<file path="src/rtl/uart_pkg.sv">
// uart_pkg: shared UART state encoding, frame defaults and clocking constants.
// Also used by uart_baud_rate_gen for its divider.
`timescale 1ns/1ps
package uart_pkg;

    typedef enum logic [1:0] {
        IDLE  = 2'd0,
        START = 2'd1,
        DATA  = 2'd2,
        STOP  = 2'd3
    } state_e;

    localparam int DBIT_DEF       = 8;
    localparam int OVERSAMPLE_DEF = 16;
    localparam int SB_TICK_DEF    = 16;
    localparam int CLK_HZ         = 50_000_000;
    localparam int BAUD           = 115200;

    function automatic int max_int(input int a, input int b);
        return (a > b) ? a : b;
    endfunction

    // Bits needed to count 0..n-1, never less than one.
    function automatic int cnt_w(input int n);
        return (n > 2) ? $clog2(n) : 1;
    endfunction

endpackage

</file>
<file path="src/rtl/uart_tx_if.sv">
// uart_tx_if: byte request/completion handshake between producer and uart_tx.
`timescale 1ns/1ps
interface uart_tx_if
    import uart_pkg::*;
#(
    parameter int DBIT = DBIT_DEF
);
    logic            tx_start;
    logic [DBIT-1:0] din;
    logic            tx_busy;
    logic            tx_done_tick;

    modport master (
        output tx_start,
        output din,
        input  tx_busy,
        input  tx_done_tick
    );

    modport slave (
        input  tx_start,
        input  din,
        output tx_busy,
        output tx_done_tick
    );
endinterface

</file>
<file path="src/rtl/uart_tx.sv">
// uart_tx: 8N1 serial transmitter paced by an oversampling tick.
// Frame is a start bit, DBIT data bits LSB first, then the stop bit.
`timescale 1ns/1ps
module uart_tx
    import uart_pkg::*;
#(
    parameter int DBIT       = DBIT_DEF,
    parameter int OVERSAMPLE = OVERSAMPLE_DEF,
    parameter int SB_TICK    = SB_TICK_DEF
) (
    input  logic     clk,
    input  logic     reset,
    input  logic     tick,
    uart_tx_if.slave bus,
    output logic     tx
);
    localparam int S_W = cnt_w(max_int(OVERSAMPLE, SB_TICK));
    localparam int N_W = cnt_w(DBIT);
    localparam logic [S_W-1:0] S_BIT_LAST  = S_W'(OVERSAMPLE - 1);
    localparam logic [S_W-1:0] S_STOP_LAST = S_W'(SB_TICK - 1);
    localparam logic [N_W-1:0] N_LAST      = N_W'(DBIT - 1);

    state_e          state_q, state_d;
    logic [S_W-1:0]  s_q, s_d;
    logic [N_W-1:0]  n_q, n_d;
    logic [DBIT-1:0] b_q, b_d;
    logic            tx_q, tx_d;
    logic            done_q, done_d;

    always_ff @(posedge clk or negedge reset) begin
        if (!reset) begin
            state_q <= IDLE;
            s_q     <= '0;
            n_q     <= '0;
            b_q     <= '0;
            tx_q    <= 1'b1;
            done_q  <= 1'b0;
        end else begin
            state_q <= state_d;
            s_q     <= s_d;
            n_q     <= n_d;
            b_q     <= b_d;
            tx_q    <= tx_d;
            done_q  <= done_d;
        end
    end

    always_comb begin
        state_d = state_q;
        s_d     = s_q;
        n_d     = n_q;
        b_d     = b_q;
        done_d  = 1'b0;
        unique case (state_q)
            IDLE: begin
                if (bus.tx_start) begin
                    b_d     = bus.din;
                    s_d     = '0;
                    state_d = START;
                end
            end
            START: begin
                if (tick) begin
                    if (s_q == S_BIT_LAST) begin
                        s_d     = '0;
                        n_d     = '0;
                        state_d = DATA;
                    end else begin
                        s_d = s_q + 1'b1;
                    end
                end
            end
            DATA: begin
                if (tick) begin
                    if (s_q == S_BIT_LAST) begin
                        s_d = '0;
                        b_d = b_q >> 1;
                        if (n_q == N_LAST) begin
                            state_d = STOP;
                        end else begin
                            n_d = n_q + 1'b1;
                        end
                    end else begin
                        s_d = s_q + 1'b1;
                    end
                end
            end
            STOP: begin
                if (tick) begin
                    if (s_q == S_STOP_LAST) begin
                        s_d     = '0;
                        done_d  = 1'b1;
                        state_d = IDLE;
                    end else begin
                        s_d = s_q + 1'b1;
                    end
                end
            end
            default: state_d = IDLE;
        endcase
    end

    // Line level is registered from the upcoming state so it tracks state_q.
    always_comb begin
        tx_d = 1'b1;
        unique case (state_d)
            START:   tx_d = 1'b0;
            DATA:    tx_d = b_d[0];
            default: tx_d = 1'b1;
        endcase
    end

    assign tx               = tx_q;
    assign bus.tx_busy      = (state_q != IDLE);
    assign bus.tx_done_tick = done_q;

endmodule

</file>
<file path="src/flat_wrapper.sv">
// flat-port wrapper written by rule: the top's interface ports become plain ports
module uart_tx_flat import uart_pkg::*;
#(
    parameter int DBIT       = DBIT_DEF,
    parameter int OVERSAMPLE = OVERSAMPLE_DEF,
    parameter int SB_TICK    = SB_TICK_DEF
)
  (clk, reset, tick, tx, bus_tx_start, bus_din, bus_tx_busy, bus_tx_done_tick);
  uart_tx_if #(.DBIT(DBIT)) bus_i ();
  input  logic clk;
  input  logic reset;
  input  logic tick;
  output logic tx;
  input wire logic [$bits(bus_i.tx_start)-1:0] bus_tx_start;
  input wire logic [$bits(bus_i.din)-1:0] bus_din;
  output wire logic [$bits(bus_i.tx_busy)-1:0] bus_tx_busy;
  output wire logic [$bits(bus_i.tx_done_tick)-1:0] bus_tx_done_tick;
  assign bus_i.tx_start = bus_tx_start;
  assign bus_i.din = bus_din;
  assign bus_tx_busy = bus_i.tx_busy;
  assign bus_tx_done_tick = bus_i.tx_done_tick;
  uart_tx #(.DBIT(DBIT), .OVERSAMPLE(OVERSAMPLE), .SB_TICK(SB_TICK)) u_core (.clk(clk), .reset(reset), .tick(tick), .bus(bus_i), .tx(tx));
endmodule
</file>
<file path="config.mk">
export PLATFORM = sky130hd
export DESIGN_NAME = uart_tx_flat
export DESIGN_NICKNAME = d
export VERILOG_FILES = /design/src/rtl/uart_pkg.sv /design/src/rtl/uart_tx_if.sv /design/src/rtl/uart_tx.sv /design/src/flat_wrapper.sv
export SDC_FILE = /design/constraint.sdc
export NUM_CORES = 1
export LEC_CHECK = 0
export CAP_MARGIN = 0
export CORE_AREA = 2 2 41 71
export DETAILED_ROUTE_END_ITERATION = 8
export DIE_AREA = 0 0 43 73
export PLACE_DENSITY = 0.61
export SETUP_SLACK_MARGIN = 0.2
export SYNTH_ARGS = -nofsm -noshare
export SYNTH_HDL_FRONTEND = slang
export SYNTH_SLANG_ARGS = --single-unit
</file>
<file path="constraint.sdc">
create_clock -name clk -period 1.4 [get_ports clk]
set_input_delay 0.28 -clock clk [delete_from_list [all_inputs] [get_ports clk]]
set_output_delay 0.28 -clock clk [all_outputs]
set_load 0.02 [all_outputs]
</file>
# Word level (Yosys, flattened, before mapping)
# Index checks and enable logic that the tools add are counted.
# totals
ff_bits	19
input_bits	12
out_inout_bits	3
# classes
addsub	2
eq_ne	14
mux	27
reduce_logical	8
# op_table
cell	n
$mux 8	3
$mux 2	8
$pmux 8 s2	1
$mux 3	5
$mux 4	3
$ne 2x2->1 const B	4
$pmux 2 s4	1
$pmux 4 s2	1
$eq 2x2->1 const B	3
$ne 2x1->1 const B	3
$pmux 3 s2	1
$reduce_and 6->1	1
$reduce_bool 2->1	3
$add 4x1->4 const B	1
$eq 2x1->1 const B	2
$eq 4x4->1 const B	1
$reduce_and 4->1	1
$add 3x1->3 const B	1
$eq 3x3->1 const B	1
$mux 1	3
$reduce_or 3->1	1
$logic_not 2->1	1
$pmux 1 s2	1
$reduce_and 2->1	1

# Longest topological paths before layout
# Gate-level depths: netlist (run 1).
# logic_depth
ltp_word	7
depth_mapped	6

# Least setup slack after synthesis (run 1)
# OpenSTA, ideal clock, no wires.
# synth_path
path_kind	register to register
start	register u_core.s_q[0]
end	register u_core.tx_q (netlist: u_core.tx)
setup_ns	0.064
arrival_time_ns	1.321
t_required_ns	1.336
setup_slack_ns	0.014
stages_incl_launch_ff	6
cell_sequence	dfrtp_1 -> ha_1 -> and4_4 -> a211o_1 -> a22oi_1 -> nand3b_1
# synth_via
elab_chain_len	6
# synth_rtl
element	line_no	text
start, declared	uart_tx.sv:24	logic [S_W-1:0] s_q, s_d;
start signal, assigned	uart_tx.sv:33	s_q <= '0;
start signal, assigned	uart_tx.sv:40	s_q <= s_d;
$eq 4x4->1 *	uart_tx.sv:64, uart_tx.sv:75, uart_tx.sv:90	
$mux 2, on equally long branches	uart_tx.sv:90, uart_tx.sv:64, uart_tx.sv:75	
$mux 2, on equally long branches	uart_tx.sv:89, uart_tx.sv:63, uart_tx.sv:74	
$pmux 2 s4	uart_tx.sv:54	unique case (state_q)
$eq 2x2->1 / $eq 2x1->1 (equally long branches)	uart_tx.sv:106	unique case (state_d)
$pmux 1 s2 *	uart_tx.sv:106	
named net u_core.tx_d	uart_tx.sv:27	logic tx_q, tx_d;
end signal, assigned	uart_tx.sv:43	tx_q <= tx_d;
end, declared	uart_tx.sv:27	
# Mark *: on every way through the listed nets, which the timed path passes. The rest lies on a longest branch. The select of a mux whose other input is x is not followed.
# A chain may end at the register's enable or synchronous reset.

# Worst setup path after layout (run 1)
# layout_path
start	register u_core.s_q[1]
end	register u_core.tx_q (netlist: u_core.tx)
# The elaborated chain is that of the path after synthesis.

==> impl_metrics.toml, run 1 <==
[outcome]
status = "finished, final reports clean"

[routing]
dr.pass1.iters = 4
viasPerCell = 5.60
ant_nets = 0
totalWireLength_um = 2350
wirelength_met1_um = 877
top_layer = "met4"
wl_per_cell_um = 15.6
vias = 846
wl_met2_um = 1360
wl_met3_um = 53
drc = 0
dr.first_iter.drc_count = 21

[synth]
ys_ff_latch = 19
ys.flop_type = "dfrtp_1"
synth_top_cell_by_area = "dfrtp_1"
synth_xor_area_share_pct = 1.80
synth-simple-area-share_pct = 16.2
post_synth.cell_area_avg_sq_um = 11.2
ys_seq_area_share_pct = 49.0
synthMuxAreaShare_pct = 1.03
synth_top_family_by_area = "compound AO/OA/AOI/OAI gates"
yosysWarningCount = 0
synthCells = 87
synth_edf_count = 0
yosysMostFrequentCell = "dfrtp_1"
yosys-top-cells-count = "dfrtp_1, a22o_1, nand2_1, a21o_1"
async_flop_share_pct = 100
synth_fa_ha_area_share_pct = 3.86
yosysUniqueCellTypes = 37
syn-num-nets = 102
netlist_top_cells_area = "dfrtp_1, a22o_1, a21o_1, ha_1, nand2_1"
synth_compound_area_share_pct = 24.8
syn_area_sq_um = 972
yosysTopAreaCellShare_pct = 46.3

[clocking]
worstSkewPairLatency_ns = 0.26
cts.sinks = 19
clkTransAtPathRegs_ns = 0.08
clockRootBuffer = "clkbuf_8"
cts_buffers = 3
htreeDepth = 1
postCtsHoldBufs = 0
cts_buffer_depth = 2
cts_tree = "built"

[worst_setup_path]
path_max_fanout = 5
cp_data_required_time_ns = 1.60
crit_path_end_kind = "flip-flop"
crit_arrival_ns = 1.60
path_class = "reg -> reg"
crit_path_start_kind = "flip-flop"

[layout]
antenna_cells = 0
fin_cells = 151
layout.nets = 140
fill_cells = 238
area_growth_pct = 54.8
final_layout_size_suffix_gt1_share_pct = 40.3
stdcell_area_sq_um = 1510

[sta]
fmax_mhz = 719
drv_slew = 0
finClkSkew_ns = 0.00314
grt_setup_unrepaired = "yes"
worst_slew_margin_rel_pct = 78.6
finalSetupViolCount = 0
period_share_pct = 99.4
tightestPinTransition_ns = 0.320
period_needed_ns = 1.39
hold_violations = 0

[grt]
track_usage_pct = 16.7
grt_pass1_wl_um = 3910
grt_max_degree = 20
overflow = 0
first_global_vias = 868
antenna_found_initial = 0

[hold_path]
hold_path_class = "in -> async"

[floorplan]
start_util_pct = 37.0
coreArea_sq_um = 2630
die_w_um = 43
die_y_um = 73
die_area_sq_um = 3140
num_io_pins = 15
rows = 25

[place]
post_dp_cell_area_sq_um = 1230
gp_congestion = 0.736
io_buffers = 14
hpwlAfterDp_um = 1530
dp_cells = 134

[pwr]
pwr_density_cell_nw_per_um2 = 1500
ir_worst_vdd_mv = 0.724
p_leak_nw = 0.691

[job]
drv_cap = 0
==> power by group <==
part	leakage, nW	total [W]	internal (W)	switching, W
logic	0.429	0.000932	0.000520	0.000412
clock network	0.0255	0.000400	0.000199	0.000201
registers	0.237	0.000925	0.000761	0.000163
==> metal layers <==
metal | up-vias | GRT usage, %
li1 | 403 | -
met1 | 420 | 19.3
met2 | 18 | 29.1
met3 | 5 | 2.48
met4 | 0 | 8.42
met5 | - | 0
==> registers in the layout, summed over array words and instances (netlist names) <==
register	cells
u_core.s_q	4
u_core.state_q	2
u_core.tx	1
u_core.n_q	3
u_core.bus.tx_done_tick	1
u_core.b_q	8
==> final timing paths <==
| path | start | endpoint | slack, ns | cells after the start |
|---|---|---|---|---|
| worst max register to register | u_core.s_q[1]$_DFFE_PN0P_ | u_core.tx$_DFF_PN1_ | 0.008 | 5 |
| max in group asynchronous | reset | u_core.tx$_DFF_PN1_ | 0.80 | 2 |
| min in group clk | u_core.b_q[4]$_DFFE_PN0P_ | u_core.b_q[4]$_DFFE_PN0P_ | 0.48 | 1 |
| worst max-delay path | u_core.s_q[1]$_DFFE_PN0P_ | u_core.tx$_DFF_PN1_ | 0.008 | 5 |
| worst min-delay path | reset | u_core.state_q[1]$_DFF_PN0_ | 0.34 | 2 |
| worst min register to register | u_core.b_q[4]$_DFFE_PN0P_ | u_core.b_q[4]$_DFFE_PN0P_ | 0.48 | 1 |
==> stage by stage <==
stage	setup WS, ns	util, %	power [W]	setup TNS, ns	hold WS (ns)
2_1_floorplan	0.0820	-	0.00137	0	-0.0156
3_3_place_gp	-0.203	46.8	0.00158	-2.62	0.464
3_5_place_dp	-0.235	46.8	0.00161	-2.92	0.466
4_1_cts	0.0239	54.0	0.00213	0	0.351
5_1_grt	-0.0436	57.3	0.00241	-0.0797	0.371
6_report	0.00837	57.3	0.00226	0	0.343
==> layout by cell type, fill, tap and decap left out, drive strengths merged, types with 3 or more instances in the layout <==
cell            n
dfrtp          18
o21ai           5
nor2            5
a21o            7
clkdlybuf4s50   9
a22o            9
a22oi           3
buf            24
clkbuf          4
ha              3
nand2           8
==> what timing repair did <==
| action | CTS | global route |
|---|---|---|
| gates cloned | 1 | 0 |
| buffers inserted | 9 | 3 |
| gates resized for setup | 24 | 17 |
| pin swaps | 12 | 8 |
| endpoints found under the setup margin | 20 | 21 |
| hold endpoints to repair | 0 | 0 |
==> cells by family after synthesis <==
| group | Yosys count |
|---|---|
| flops | 19 |
| compound gates | 32 |
| xor+xnor | 2 |
| simple gates | 25 |
| fa+ha+maj | 3 |
| mux | 1 |
| buf+inv | 5 |
==> worst max-delay path: stages (launching register included) <==
cell and delay [ns]:
dfrtp_1 0.41, ha_4 0.19, and4_4 0.17, a211o_1 0.27, a22oi_1 0.15, nand3b_1 0.14
==> area by class of cell <==
type                    instances  area, sq um  share of cell area (%)
flip-flops and latches         19          478                    31.8
clock buffers                   3         41.3                    2.74
multi-input cells              63          566                    37.6
clock inverters                 1         5.00                   0.333
inverters                       2         10.0                   0.665
well taps                      27         33.8                    2.24
repair buffers                 36          372                    24.7
(Power assumes the default switching activity.)
==> inputs of run 2 (changes only) <==
SKIP_LAST_GASP = 1   (was unset)
==> run 2 against run 1 <==
  * Cell count is the same
  * Combinational power decreased by 0.8%
  * Register-to-register slack is essentially flat
  * Die area unchanged
  * Largest power group unchanged
  * Critical path depth unchanged
==> impl_metrics.toml, run 2 (synthesis gave the netlist of run 1 again) <==
[sta]
period_share_pct = 99.3
drv_slew = 0
grt_setup_unrepaired = "yes"
fmax_mhz = 719
finClkSkew_ns = 0.00326
worst_slew_margin_rel_pct = 78.7
period_needed_ns = 1.39
finalSetupViolCount = 0
tightestPinTransition_ns = 0.319
hold_violations = 0

[worst_setup_path]
path_max_fanout = 5
crit_arrival_ns = 1.59
reg2regPathDepth = 5
r2r_start = "u_core.s_q[1]$_DFFE_PN0P_"
crit_path_end_kind = "flip-flop"
reg2reg_slack_ns = 0.01
r2r_end = "u_core.tx$_DFF_PN1_"
cp_data_required_time_ns = 1.60
path_class = "reg -> reg"
crit_path_start_kind = "flip-flop"

[grt]
track_usage_pct = 16.7
antenna_found_initial = 0
grt_pass1_wl_um = 3910
grt_max_degree = 20
overflow = 0
first_global_vias = 868

[layout]
area_growth_pct = 54.6
reg_top3 = "u_core.b_q (8), u_core.s_q (4), u_core.n_q (3)"
final_cell_mix = "dfrtp_1, buf_4, a22o_1, clkdlybuf4s50_1, nand2_1"
stdcell_area_sq_um = 1500
layout.nets = 140
fill_cells = 237
fin_util_pct = 57.2
antenna_cells = 0
layout_commonest_cell = "dfrtp_1"
final_layout_size_suffix_gt1_share_pct = 39.5
largest_register_ffs = 8
top_register = "u_core.b_q"

[clocking]
clkTransAtPathRegs_ns = 0.08
cts.sinks = 19
cts_tree = "built"
postCtsHoldBufs = 0
cts_buffer_depth = 2
htreeDepth = 1
cts_buffers = 3
clockRootBuffer = "clkbuf_8"
worstSkewPairLatency_ns = 0.26

[place]
post_dp_cell_area_sq_um = 1230
io_buffers = 14
gp_congestion = 0.736
hpwlAfterDp_um = 1530

[routing]
vias = 847
dr.first_iter.drc_count = 18
top_layer = "met4"
wl_per_cell_um = 15.5
drc = 0
totalWireLength_um = 2340
wl_met3_um = 62
viasPerCell = 5.61
wirelength_met1_um = 876
ant_nets = 0
dr.pass1.iters = 4
wl_met2_um = 1350

[floorplan]
die_y_um = 73
start_util_pct = 37.0
die_w_um = 43
die_area_sq_um = 3140
coreArea_sq_um = 2630
rows = 25
num_io_pins = 15

[hold_path]
hold_path_class = "in -> async"

[pwr]
ir_worst_vdd_mv = 0.729
pwr_density_cell_nw_per_um2 = 1500
p_leak_nw = 0.691

[job]
drv_cap = 0

[outcome]
status = "finished, final reports clean"
[run 2: cell counts in the layout (fill, tap and decap cells not counted)]
Identical to the previous run, type by type.
[run 2: how the worst max path moves through the flow]
stage / startpoint / endpoint
floorplan: u_core.s_q[0]$_DFFE_PN0P_ / u_core.tx$_DFF_PN1_
global placement: tick / u_core.b_q[5]$_DFFE_PN0P_
detailed placement: tick / u_core.b_q[1]$_DFFE_PN0P_
CTS: u_core.s_q[0]$_DFFE_PN0P_ / u_core.tx$_DFF_PN1_
global route: u_core.s_q[1]$_DFFE_PN0P_ / u_core.tx$_DFF_PN1_
finish: u_core.s_q[1]$_DFFE_PN0P_ / u_core.tx$_DFF_PN1_
[run 2: final cells by class]
class | instances | area, sq um | share of cell area (%)
Multi-Input combinational cell | 63 | 563 | 37.5
Timing Repair Buffer | 36 | 372 | 24.7
Sequential cell | 19 | 478 | 31.8
Tap cell | 27 | 33.8 | 2.25
Inverter | 2 | 10.0 | 0.666
Clock buffer | 3 | 41.3 | 2.75
Clock inverter | 1 | 5.00 | 0.333
[run 2: per-stage QoR]
stage | instances | hold WS [ns] | TNS, ns | worst slack [ns] | power (W)
3_5_place_dp | 134 | 0.466 | -2.92 | -0.235 | 0.00161
6_report | 151 | 0.345 | 0 | 0.0100 | 0.00225
5_1_grt | 151 | 0.371 | -0.0797 | -0.0436 | 0.00240
3_3_place_gp | 134 | 0.464 | -2.62 | -0.203 | 0.00158
4_1_cts | 148 | 0.351 | 0 | 0.0239 | 0.00213
2_1_floorplan | 87 | -0.0156 | 0 | 0.0820 | 0.00137
[run 2: power breakdown]
part           internal, W  switching [W]  total [W]
combinational     0.000518       0.000407   0.000925
clock             0.000199       0.000202   0.000400
sequential        0.000761       0.000163   0.000924
[run 2: worst max-delay path, stage by stage, from the launching register on]
cell      delay, ns
dfrtp_1        0.41
ha_4           0.19
and4_4         0.17
a211o_1        0.27
a22oi_1        0.15
nand3b_1       0.14
[run 2: timing repair]
item,in CTS,in global routing
gates cloned,1,0
pin swaps,12,8
setup buffers,9,3
endpoints found under the hold margin,0,0
resized for setup,24,16
endpoints found under the setup margin,20,21
[run 2: layer usage]
layer | up-vias | GRT usage (%)
met1 | 419 | 19.3
met2 | 20 | 29.1
li1 | 403 | -
met4 | 0 | 8.42
met3 | 5 | 2.48
met5 | - | 0
